File: src/rtl/serial_adder_ctrl_pkg.sv
// Shared types and constants for the bit-serial adder controller.
package serial_adder_ctrl_pkg;

  // Controller states; the unused encoding 2'd3 decodes back to IDLE.
  typedef enum logic [1:0] {
    ST_IDLE = 2'd0,
    ST_RUN  = 2'd1,
    ST_FIN  = 2'd2
  } state_e;

  localparam int unsigned DEFAULT_WIDTH = 8;

endpackage

File: src/rtl/serial_adder_ctrl_if.sv
// Request/result bundle between a requester and the serial adder.
interface serial_adder_ctrl_if #(
  parameter int unsigned WIDTH = serial_adder_ctrl_pkg::DEFAULT_WIDTH
);
  logic             START;
  logic [WIDTH-1:0] A;
  logic [WIDTH-1:0] B;
  logic             CIN;
  logic             BUSY;
  logic             DONE;
  logic [WIDTH-1:0] SUM;
  logic             COUT;
  logic             OVF;

  // Requester side: drives operands and START, observes status/result.
  modport master (
    output START, A, B, CIN,
    input  BUSY, DONE, SUM, COUT, OVF
  );

  // Adder side: consumes the request, produces status/result.
  modport slave (
    input  START, A, B, CIN,
    output BUSY, DONE, SUM, COUT, OVF
  );
endinterface

File: src/rtl/serial_adder_ctrl_full_adder.sv
// One-bit full adder cell used by the serial adder.
module full_adder (
  input  logic A,
  input  logic B,
  input  logic Cin,
  output logic S,
  output logic Cout
);

  // Pure combinational sum and carry.
  always_comb begin
    S    = A ^ B ^ Cin;
    Cout = (A & B) | (Cin & (A ^ B));
  end

endmodule

File: src/rtl/serial_adder_ctrl.sv
// Bit-serial WIDTH-bit adder: one full_adder evaluation per clock, LSB first,
// with a START/BUSY/DONE handshake and registered SUM/COUT/OVF results.
module serial_adder_ctrl
  import serial_adder_ctrl_pkg::*;
#(
  parameter int unsigned WIDTH = DEFAULT_WIDTH
) (
  input  logic                CLK,
  input  logic                RST,
  serial_adder_ctrl_if.slave  bus
);

  localparam int unsigned     CW       = (WIDTH > 1) ? $clog2(WIDTH) : 1;
  localparam logic [CW-1:0]   CNT_MSB  = CW'(WIDTH - 2);
  localparam logic [CW-1:0]   CNT_LAST = CW'(WIDTH - 1);

  state_e           state_q, state_d;
  logic [WIDTH-1:0] sa_q, sa_d;
  logic [WIDTH-1:0] sb_q, sb_d;
  logic [WIDTH-1:0] res_q, res_d;
  logic             carry_q, carry_d;
  logic             cmsb_q, cmsb_d;
  logic [CW-1:0]    cnt_q, cnt_d;
  logic [WIDTH-1:0] sum_q, sum_d;
  logic             cout_q, cout_d;
  logic             ovf_q, ovf_d;
  logic             busy_q, busy_d;
  logic             done_q, done_d;
  logic             load;
  logic             fa_s;
  logic             fa_cout;

  full_adder u_fa (
    .A    (sa_q[0]),
    .B    (sb_q[0]),
    .Cin  (carry_q),
    .S    (fa_s),
    .Cout (fa_cout)
  );

  // State and datapath registers; reset discards any in-flight add.
  always_ff @(posedge CLK) begin
    if (RST) begin
      state_q <= ST_IDLE;
      sa_q    <= '0;
      sb_q    <= '0;
      res_q   <= '0;
      carry_q <= 1'b0;
      cmsb_q  <= 1'b0;
      cnt_q   <= '0;
      sum_q   <= '0;
      cout_q  <= 1'b0;
      ovf_q   <= 1'b0;
      busy_q  <= 1'b0;
      done_q  <= 1'b0;
    end else begin
      state_q <= state_d;
      sa_q    <= sa_d;
      sb_q    <= sb_d;
      res_q   <= res_d;
      carry_q <= carry_d;
      cmsb_q  <= cmsb_d;
      cnt_q   <= cnt_d;
      sum_q   <= sum_d;
      cout_q  <= cout_d;
      ovf_q   <= ovf_d;
      busy_q  <= busy_d;
      done_q  <= done_d;
    end
  end

  // Next-state, shift/accumulate and status decode.
  always_comb begin
    state_d = state_q;
    sa_d    = sa_q;
    sb_d    = sb_q;
    res_d   = res_q;
    carry_d = carry_q;
    cmsb_d  = cmsb_q;
    cnt_d   = cnt_q;
    sum_d   = sum_q;
    cout_d  = cout_q;
    ovf_d   = ovf_q;
    load    = 1'b0;

    case (state_q)
      ST_IDLE: load = bus.START;

      ST_RUN: begin
        sa_d    = sa_q >> 1;
        sb_d    = sb_q >> 1;
        res_d   = {fa_s, res_q[WIDTH-1:1]};
        carry_d = fa_cout;
        cnt_d   = cnt_q + CW'(1);
        if (cnt_q == CNT_MSB) begin
          cmsb_d = fa_cout;
        end
        if (cnt_q == CNT_LAST) begin
          sum_d   = {fa_s, res_q[WIDTH-1:1]};
          cout_d  = fa_cout;
          ovf_d   = fa_cout ^ cmsb_q;
          state_d = ST_FIN;
        end
      end

      // The edge leaving FIN is the first edge a new request can be taken,
      // giving one add per WIDTH+1 cycles when START is held.
      ST_FIN: begin
        state_d = ST_IDLE;
        load    = bus.START;
      end

      default: state_d = ST_IDLE;
    endcase

    if (load) begin
      sa_d    = bus.A;
      sb_d    = bus.B;
      carry_d = bus.CIN;
      cnt_d   = '0;
      state_d = ST_RUN;
    end

    busy_d = (state_d != ST_IDLE);
    done_d = (state_d == ST_FIN);
  end

  assign bus.BUSY = busy_q;
  assign bus.DONE = done_q;
  assign bus.SUM  = sum_q;
  assign bus.COUT = cout_q;
  assign bus.OVF  = ovf_q;

endmodule

File: src/flat_wrapper.sv
// flat-port wrapper written by rule: the top's interface ports become plain ports
module serial_adder_ctrl_flat import serial_adder_ctrl_pkg::*;
#(
  parameter int unsigned WIDTH = DEFAULT_WIDTH
)
  (CLK, RST, bus_START, bus_A, bus_B, bus_CIN, bus_BUSY, bus_DONE, bus_SUM, bus_COUT, bus_OVF);
  serial_adder_ctrl_if #(.WIDTH(WIDTH)) bus_i ();
  input  logic CLK;
  input  logic RST;
  input wire logic [$bits(bus_i.START)-1:0] bus_START;
  input wire logic [$bits(bus_i.A)-1:0] bus_A;
  input wire logic [$bits(bus_i.B)-1:0] bus_B;
  input wire logic [$bits(bus_i.CIN)-1:0] bus_CIN;
  output wire logic [$bits(bus_i.BUSY)-1:0] bus_BUSY;
  output wire logic [$bits(bus_i.DONE)-1:0] bus_DONE;
  output wire logic [$bits(bus_i.SUM)-1:0] bus_SUM;
  output wire logic [$bits(bus_i.COUT)-1:0] bus_COUT;
  output wire logic [$bits(bus_i.OVF)-1:0] bus_OVF;
  assign bus_i.START = bus_START;
  assign bus_i.A = bus_A;
  assign bus_i.B = bus_B;
  assign bus_i.CIN = bus_CIN;
  assign bus_BUSY = bus_i.BUSY;
  assign bus_DONE = bus_i.DONE;
  assign bus_SUM = bus_i.SUM;
  assign bus_COUT = bus_i.COUT;
  assign bus_OVF = bus_i.OVF;
  serial_adder_ctrl #(.WIDTH(WIDTH)) u_core (.CLK(CLK), .RST(RST), .bus(bus_i));
endmodule
File: config.mk
export PLATFORM = sky130hd
export DESIGN_NAME = serial_adder_ctrl_flat
export DESIGN_NICKNAME = d
export VERILOG_FILES = /design/src/rtl/serial_adder_ctrl_pkg.sv /design/src/rtl/serial_adder_ctrl_if.sv /design/src/rtl/serial_adder_ctrl_full_adder.sv /design/src/rtl/serial_adder_ctrl.sv /design/src/flat_wrapper.sv
export SDC_FILE = /design/constraint.sdc
export NUM_CORES = 1
export LEC_CHECK = 0
export ABC_AREA = 0
export BUFFER_PORTS_ARGS = -buffer_cell sky130_fd_sc_hd__buf_2
export CAP_MARGIN = 5
export CORE_MARGIN = 2
export CORE_UTILIZATION = 56
export CTS_BUF_LIST = sky130_fd_sc_hd__clkbuf_8
export CTS_CLUSTER_DIAMETER = 30
export DETAILED_ROUTE_END_ITERATION = 6
export PLACE_DENSITY = 0.81
export SYNTH_ARGS = -nofsm -noshare
export SYNTH_HDL_FRONTEND = slang
export SYNTH_SLANG_ARGS = --single-unit
File: constraint.sdc
create_clock -name CLK -period 1.8 [get_ports CLK]
set_input_delay 0.45 -clock CLK [delete_from_list [all_inputs] [get_ports CLK]]
set_output_delay 0.45 -clock CLK [all_outputs]
set_load 0.05 [all_outputs]
Yosys cells after proc, flatten, opt, wreduce, memory -nomap -nowiden

Cells that the tools add are included.

Memories kept: 0
Input bits: 20
Bits in latches: 0
Memory bits (read-only): 0
Register bits after elaboration: 43
RAM bits: 0

Multiplexer cells: 10
Reduce and logical (&&, ||, !) cells: 7
Bitwise gates (word level): 6
Div/mod/pow operators: 0
Multiply operators: 0
Equal/unequal tests: 5
$add $sub $neg: 1
$lt $le $gt $ge: 0
Shift-type cells: 0

Operators by type and width:

| kind                                                 | number |
|---|---|
| two-way mux 8 bit                                    | 4 |
| equality test 3 bit (second input constant)          | 2 |
| equality test 2 bit (second input constant)          | 2 |
| two-way mux 2 bit                                    | 2 |
| one-hot mux 2 bit (2 select lines)                   | 1 |
| AND reduction 2 bit                                  | 2 |
| nonzero test 2 bit                                   | 2 |
| OR reduction 2 bit                                   | 2 |
| adder 3 x 1 -> 3 bit (second input constant)         | 1 |
| two-way mux 1 bit                                    | 3 |
| XOR 1 bit                                            | 3 |
| AND 1 bit                                            | 2 |
| equality test 2 x 1 -> 1 bit (second input constant) | 1 |
| logical NOT 2 bit                                    | 1 |
| bitwise OR 1 bit                                     | 1 |

Longest topological paths before layout

Gate-level depths: netlist of the first run.

Depth in word-level cells: 5
Depth in mapped cells: 6

Modules after synthesis

A second synthesis of the first run with hierarchy kept.

Cell total of the unflattened synthesis: 198
Area total of the unflattened synthesis: 1701.6 um2

Modules (own cells, without submodules):

| module            | area each (um2) | times used | cells an instance | sequential area each (um2) |
|---|---|---|---|---|
| serial_adder_ctrl | 1681.6          | 1          | 197               | 840.8 |
| full_adder        | 20.0            | 1          | 1                 | 0.0 |

Worst setup path before layout of the first run

OpenSTA, ideal clock, no wires.

Path type: reg-to-reg
From: register u_core.cnt_q[0]
To: register u_core.sum_q[5], in the netlist u_core.bus.SUM[5]
Arrival: 1263 ps
Setup time: 71 ps
Buffers on the path: 1
Period minus slack after synthesis: 1333 ps
Setup slack: 467 ps
Required time: 1729 ps
Stages on the path, launching flop included: 7
Cell sequence: dfxtp_1 > ha_1 > ha_1 > nand3b_1 > clkbuf_1 > nand2_1 > a21oi_1

Longest elaborated chain between the ends: 2

RTL lines:

| what                          | line                    | RTL |
|---|---|---|
| from (decl)                   | serial_adder_ctrl.sv:23 | `logic [CW-1:0] cnt_q, cnt_d;` |
| from (signal assigned)        | serial_adder_ctrl.sv:63 | `cnt_q <= cnt_d;` |
| equality test 3 bit           | serial_adder_ctrl.sv:98 | `if (cnt_q == CNT_LAST) begin` |
| AND reduction 2 bit (no line) | --                      |  |
| to (signal assigned)          | serial_adder_ctrl.sv:64 | `sum_q <= sum_d;` |
| to (decl)                     | serial_adder_ctrl.sv:24 | `logic [WIDTH-1:0] sum_q, sum_d;` |

No other way between the ends.
A chain may end at the register's enable or synchronous reset.

Worst setup path after layout of the first run

From: register u_core.cnt_q[1]
To: register u_core.ovf_q, in the netlist u_core.bus.OVF

Longest elaborated chain between the ends: 2

RTL lines:

| what                          | line                    | RTL |
|---|---|---|
| equality test 3 bit           | serial_adder_ctrl.sv:98 |  |
| AND reduction 2 bit (no line) | --                      |  |
| to (signal assigned)          | serial_adder_ctrl.sv:66 | `ovf_q <= ovf_d;` |
| to (decl)                     | serial_adder_ctrl.sv:26 | `logic ovf_q, ovf_d;` |

No other way between the ends.

==> results of run 1 <==
## worst max-delay path by stage
| stage | start | end | slack [ns] | cells past startpoint |
|---|---|---|---|---|
| floorplan | u_core.cnt_q[0] | u_core.bus.SUM[5] | 0.47 | 6 |
| global placement | u_core.cnt_q[0] | u_core.bus.OVF | 0.41 | 5 |
| detailed placement | u_core.cnt_q[0] | u_core.bus.OVF | 0.33 | 5 |
| CTS | u_core.cnt_q[0] | u_core.bus.OVF | 0.31 | 5 |
| global route | u_core.cnt_q[1] | u_core.bus.OVF | 0.18 | 5 |
| finish | u_core.cnt_q[1] | u_core.bus.OVF | 0.34 | 5 |
## cells in the final DEF (no fill, tap or decap), types with 2 or more instances in the layout
| master | instances |
|---|---|
| a21oi_1 | 21 |
| a22oi_1 | 2 |
| a311oi_1 | 13 |
| buf_12 | 2 |
| buf_2 | 31 |
| buf_4 | 4 |
| clkbuf_8 | 5 |
| dfxtp_1 | 42 |
| ha_1 | 3 |
| inv_1 | 2 |
| mux2i_1 | 2 |
| nand2_1 | 60 |
| nand2b_1 | 2 |
| nand3_1 | 3 |
| nor2_1 | 18 |
| nor3_1 | 3 |
| xnor2_1 | 2 |
## power by group
| part | total (mW) | leakage, nW | internal, mW | switching, mW |
|---|---|---|---|---|
| clock | 0.578 | 0.0493 | 0.268 | 0.310 |
| sequential | 0.997 | 0.343 | 0.971 | 0.0260 |
| combinational | 0.197 | 0.376 | 0.0822 | 0.115 |
## routing by layer
layer  share of wire, %  routed length [um]  global-route usage (%)  vias up
li1                   -                   -                       -      728
met1                 46                1420                    24.0      635
met2                 48                1490                    35.6       37
met3                5.7                 177                    8.13        3
met4               0.67                  21                    5.84        0
met5                  0                   0                       0        -
## final cells by class
type                            instances  share of cell area (%)
Sequential cell                        42                    43.6
Multi-Input combinational cell        139                    38.1
Timing Repair Buffer                   37                    11.7
Clock buffer                            5                    3.56
Tap cell                               31                    2.01
Clock inverter                          3                   0.907
Inverter                                1                   0.194
## state kept, by name, summed over array words and instances (netlist names), 2 cells and up
| register | cells |
|---|---|
| u_core.state_q | 2 |
| u_core.bus.SUM | 8 |
| u_core.sb_q | 8 |
| u_core.sa_q | 8 |
| u_core.cnt_q | 3 |
| u_core.res_q | 7 |
## worst register-to-register path: stages (launching register included)
cell      delay [ns]
dfxtp_1         0.38
ha_1            0.16
ha_1            0.17
and3b_1         0.39
nor2_1          0.07
a211oi_1        0.20
## kinds of logic after synthesis
kind of cell | share of synthesized area [%]
and+or+nand+nor | 22.2
DFF | 50.2
AOI/OAI and AO/OA | 16.1
buffers and inverters | 5.83
adders and majority gates | 3.44
xor gates and xnor gates | 1.05
muxes | 1.20
==> summary.md, run 1 <==
| Metric | Value |
|---|---|
| Status | `finished with violations` |
| Failing checks | `DRC` |
| Kind of end point of the critical path | `flop` |
| Reg2reg start | `u_core.cnt_q[1]` |
| Crit path top cell by count | `ha_1` |
| Synth area leaders | `dfxtp_1 50%, nand2_1 13%, a311oi_1 6.8%` |
| Synth Flop Type | `dfxtp_1` |
| Largest net degree at the start of global routing | `30` |
| Post-CTS Setup Bufs | `0` |
| Latest clock arrival within the worst-skew pair | `0.29 ns` |
| DRC Markers | `3` |
| Syn nets | `223` |
| Fin nets | `250` |
| Die height | `58.7 um` |
| Most frequent cell after synthesis | `nand2_1` |
| Worst hold path depth | `3` |
| Global Route Usage Sum | `20.7%` |
| Min Tclk post-route | `1.46 ns` |
| #FFs+latches synth | `42` |
| Core Rows | `19` |
| Data arrival, critical path | `1.67 ns` |
| Hold Path Sink | `u_core.sb_q[7]` |
| Post-CTS resize count | `0` |
| CP Cell Sequence | `ha_1 > ha_1 > and3b_1 > nor2_1 > a211oi_1` |
| Final global-route overflow total | `0` |
| Fill cell count | `230` |
| Avg Cell Area, Syn | `8.41 sq um` |
| Final Worst Setup Slack | `0.338 ns` |
| Hold slack | `0.400 ns` |
| Placed cell count | `250` |
| Synth warn | `0` |
| Chip width | `58.7 um` |
| CP top delay family | `simple AND/OR/NAND/NOR gates` |
| DR vias | `1403` |
| Sequential area share after synthesis | `50.2%` |
| H-tree levels | `2` |
| Pwr Total | `1.77 mW` |
| Max Freq | `684 MHz` |
| Max IR drop VDD | `606 uV` |
| Clk_skew | `0.00726 ns` |
| Diodes inserted | `0` |
| I/O Buffers | `31` |
| CTS Hold Bufs | `0` |
| Setup violations, final | `0` |
| Vias in the first global route | `1301` |
| Finished Layout Cells | `258` |
| CP max stage cell | `and3b_1` |
| CTS sink cnt | `42` |
| Place WS | `0.334 ns` |
| R2R depth | `5` |
| Relative slew slack | `71.9%` |
| I/O pin total | `32` |
| Initial antenna violation count | `0` |
| Max-cap violations | `0` |
| Worst Tran Pin Value | `0.421 ns` |
| CTS Buf Count | `5` |
| Post-synth top cells | `60 x nand2_1, 42 x dfxtp_1, 21 x a21oi_1` |
| Final Hold Fails | `0` |
| Asr flop ratio synth | `0%` |
| Avg WL per Cell | `12.1 um` |
| Layout cells sized above 1 | `19.8%` |
| Crit path buffers/inverters | `0` |
| First-pass GRT wire length | `5450 um` |
| Maximum root-to-sink buffer count | `2` |
| Critical setup path kind | `flop to flop` |
| RR Endpoint | `u_core.bus.OVF` |
| PwrDens | `917 nW/um^2` |
| Synth area leader | `dfxtp_1` |
| EDFF count, synth | `0` |
| Post-synthesis instance total | `199` |
| Post-detail-place hpwl | `2180 um` |
| CTS root buffer | `clkbuf_8` |
| TNS Setup | `0 ns` |
| DR vias/cell | `5.44` |
| Fin. max-slew vios | `0` |
| Final core occ | `68.8%` |
| Register area | `841 sq um` |
| Starting density of the core | `59.7%` |
| TritonCTS clock tree | `built` |
| DRT iter0 DRCs | `48` |
| Area growth from synthesis to layout | `15.3%` |
| GP Congestion | `0.802` |
| First-pass DRT Iterations | `6` |
| Hold path start | `bus_B[7]` |
| Leak | `0.768 nW` |
| Die Area | `3440 sq um` |
| Distinct cells, synth | `26` |
| Crit-path max cell delay | `0.39 ns` |
| Startpoint types | `flop` |
| Post-route ant nets | `0` |
| Final Cycle Share | `81.2%` |
| Post-synth top area share | `50.2%` |
| Mapped Area | `1670 sq um` |
| Routed wire length | `3110 um` |
| Clock slew at reported path FFs | `0.07 ns` |
| Worst min-delay path class | `primary input to flop` |
| RSZ-0062 raised after global routing | `false` |
| Core area | `2810 sq um` |
| CP max FO | `11` |
| Design area | `1930 sq um` |
| Flop-to-flop setup slack | `0.34 ns` |
| Area of the multi-input gates | `736 sq um` |
| Data required time at the worst endpoint | `2.01 ns` |
| Placed instance area | `1840 sq um` |
No activity file was read; power rests on OpenSTA's default activity.
==> run 2: changes to the inputs <==
Clock period 1.8 ns to 1.4 ns, I/O delays scaled along.
==> run 2 against run 1 <==
Compared with the run above:
- the run still ends with DRC left
- worst hold slack got worse by 0.10 ns
- critical path depth did not move
- power rose by 40%
- combinational power rose by 34%
- global-route usage rose by 1.9 points
- highest routed layer unchanged
- sequential power rose by 28%
- via count rose by 5.6%
- setup slack got worse by 0.30 ns
- clock power rose by 62%
- sequential share of layout area fell by 1.8 points
- critical path type unchanged
- final area rose by 4.7%
- die area did not move
==> summary.md, run 2 (synthesis gave the netlist of run 1 again) <==
| Metric | Value |
|---|---|
| Vias in the first global route | `1434 (was 1301)` |
| Most frequent cells in the layout | `60 x nand2_1, 40 x dfxtp_1, 31 x buf_2 (was 60 x nand2_1, 42 x dfxtp_1, 31 x buf_2)` |
| DRC Markers | `3 (unchanged)` |
| Max IR drop VDD | `839 uV (was 606 uV)` |
| CTS Buf Count | `5 (unchanged)` |
| Data arrival, critical path | `1.57 ns (was 1.67 ns)` |
| Clk pwr share | `37.8% (was 32.6%)` |
| Pwr Total | `2.48 mW (was 1.77 mW)` |
| Place WS | `-0.145 ns (was 0.334 ns)` |
| Setup violations, final | `0 (unchanged)` |
| Data required time at the worst endpoint | `1.60 ns (was 2.01 ns)` |
| Starting density of the core | `59.7% (unchanged)` |
| Min Tclk post-route | `1.37 ns (was 1.46 ns)` |
| Kind of end point of the critical path | `flop (unchanged)` |
| Chip width | `58.7 um (unchanged)` |
| I/O Buffers | `31 (unchanged)` |
| Fin. max-slew vios | `0 (unchanged)` |
| CTS Hold Bufs | `0 (unchanged)` |
| First-pass GRT wire length | `5930 um (was 5450 um)` |
| RR Endpoint | `u_core.bus.OVF (unchanged)` |
| Fin nets | `256 (was 250)` |
| Worst Tran Pin Value | `0.494 ns (was 0.421 ns)` |
| Status | `finished with violations (unchanged)` |
| DR vias/cell | `5.61 (was 5.44)` |
| PwrDens | `1230 nW/um^2 (was 917 nW/um^2)` |
| R2R depth | `5 (unchanged)` |
| Reg2reg start | `u_core.cnt_q[0] (was u_core.cnt_q[1])` |
| Largest net degree at the start of global routing | `30 (unchanged)` |
| Die height | `58.7 um (unchanged)` |
| Routed wire length | `3480 um (was 3110 um)` |
| Avg WL per Cell | `13.2 um (was 12.1 um)` |
| Clock slew at reported path FFs | `0.08 ns (was 0.07 ns)` |
| Final Hold Fails | `0 (unchanged)` |
| Final global-route overflow total | `0 (unchanged)` |
| Die Area | `3440 sq um (unchanged)` |
| TritonCTS clock tree | `built (unchanged)` |
| Placed cell count | `251 (was 250)` |
| Critical setup path kind | `flop to flop (unchanged)` |
| Fill cell count | `227 (was 230)` |
| Area growth from synthesis to layout | `20.7% (was 15.3%)` |
| Relative slew slack | `67.0% (was 71.9%)` |
| H-tree levels | `2 (unchanged)` |
| Flop-to-flop setup slack | `0.03 ns (was 0.34 ns)` |
| CP max stage cell | `dfxtp_2 (was and3b_1)` |
| Crit-path max cell delay | `0.35 ns (was 0.39 ns)` |
| Switch Pwr | `0.599 mW (was 0.451 mW)` |
| CP Cell Sequence | `ha_1 > ha_2 > and3b_2 > nor2_1 > a211oi_1 (was ha_1 > ha_1 > and3b_1 > nor2_1 > a211oi_1)` |
| First-pass DRT Iterations | `7 (was 6)` |
| Final Cycle Share | `97.6% (was 81.2%)` |
| GP Congestion | `0.757 (was 0.802)` |
| CP max FO | `5 (was 11)` |
| Worst hold path depth | `3 (unchanged)` |
| Core Rows | `19 (unchanged)` |
| Post-route ant nets | `0 (unchanged)` |
| Layout cells sized above 1 | `24.0% (was 19.8%)` |
| DRT iter0 DRCs | `54 (was 48)` |
| Startpoint types | `flop (unchanged)` |
| Diodes inserted | `0 (unchanged)` |
| Clk_skew | `0.00585 ns (was 0.00726 ns)` |
| Post-detail-place hpwl | `2290 um (was 2180 um)` |
| Leak | `0.802 nW (was 0.768 nW)` |
| Finished Layout Cells | `264 (was 258)` |
| Core area | `2810 sq um (unchanged)` |
| I/O pin total | `32 (unchanged)` |
| Initial antenna violation count | `0 (unchanged)` |
| Hold Path Sink | `u_core.sb_q[7] (unchanged)` |
| Max Freq | `732 MHz (was 684 MHz)` |
| Final Worst Setup Slack | `0.0343 ns (was 0.338 ns)` |
| Failing checks | `DRC (unchanged)` |
| Most common library cell in the layout ignoring fill and taps | `nand2_1 (unchanged)` |
| Pint | `1.89 mW (was 1.32 mW)` |
| Seq pwr share | `51.6% (was 56.3%)` |
| Global Route Usage Sum | `22.7% (was 20.7%)` |
| Comb pwr share | `10.6% (was 11.1%)` |
| Max-cap violations | `0 (unchanged)` |
| Hold path start | `bus_B[7] (unchanged)` |
| DR vias | `1482 (was 1403)` |
| CTS root buffer | `clkbuf_8 (unchanged)` |
| CTS sink cnt | `42 (unchanged)` |
| Latest clock arrival within the worst-skew pair | `0.30 ns (was 0.29 ns)` |
| Switching fraction of total power | `24.1% (was 25.4%)` |
| Worst min-delay path class | `primary input to flop (unchanged)` |
| Maximum root-to-sink buffer count | `2 (unchanged)` |
run 2: worst max path at each step:
stage | startpoint | end | slack [ns] | cells after the start
2_1_floorplan | u_core.cnt_q[0] | u_core.bus.SUM[5] | 0.07 | 6
5_1_grt | u_core.cnt_q[1] | u_core.bus.SUM[4] | -0.002 | 6
6_report | u_core.cnt_q[0] | u_core.bus.OVF | 0.03 | 5
3_3_place_gp | u_core.cnt_q[0] | u_core.bus.OVF | 0.02 | 5
3_5_place_dp | u_core.cnt_q[0] | u_core.bus.OVF | -0.15 | 5
4_1_cts | u_core.cnt_q[1] | u_core.bus.OVF | 0.02 | 5
run 2: timing repair:
action	4_1_cts	5_1_grt
gates resized for setup	2	3
buffers inserted	3	2
endpoints found under the setup margin	10	8
run 2: per-layer routing:
metal,up-vias,track usage [%],part of all wire [%]
met1,689,25.4,42
met3,6,7.69,6.2
met2,46,39.6,50
met5,-,0,0
met4,0,8.77,1.5
li1,741,-,-
run 2: power by group through the flow:
| stage | logic, mW | registers [mW] | clock network, mW |
|---|---|---|---|
| 5_1_grt | 0.295 | 1.29 | 0.994 |
| 2_1_floorplan | 0.178 | 1.31 | 0 |
| 3_3_place_gp | 0.249 | 1.30 | 0 |
| 3_5_place_dp | 0.258 | 1.31 | 0 |
| 6_report | 0.264 | 1.28 | 0.939 |
| 4_1_cts | 0.260 | 1.28 | 0.956 |
run 2: metrics by stage:
| step | setup TNS [ns] | utilization (%) | hold WS [ns] | instance area, sq um |
|---|---|---|---|---|
| 5_1_grt | -0.00181 | 72.0 | 0.304 | 2020 |
| 4_1_cts | 0 | 71.3 | 0.284 | 2000 |
| 3_5_place_dp | -0.210 | 66.0 | 0.444 | 1850 |
| 6_report | 0 | 72.0 | 0.298 | 2020 |
| 3_3_place_gp | 0 | 66.0 | 0.439 | 1850 |
| 2_1_floorplan | 0 | - | 0.432 | 1670 |
run 2: cell type report:
type	instances	area, sq um	area share (%)
Clock inverter	3	41.3	2.04
Inverter	1	3.75	0.186
Sequential cell	42	843	41.7
Tap cell	31	38.8	1.92
Timing Repair Buffer	43	283	14.0
Clock buffer	5	68.8	3.41
Multi-Input combinational cell	139	742	36.7
run 2: critical path, delay by kind of cell (launching register included):
kind | cells | cell delay (ns)
flip-flops | 1 | 0.35
adder cells (fa/ha/maj) | 2 | 0.35
AND/OR/NAND/NOR | 2 | 0.32
AO/OA/AOI/OAI | 1 | 0.25
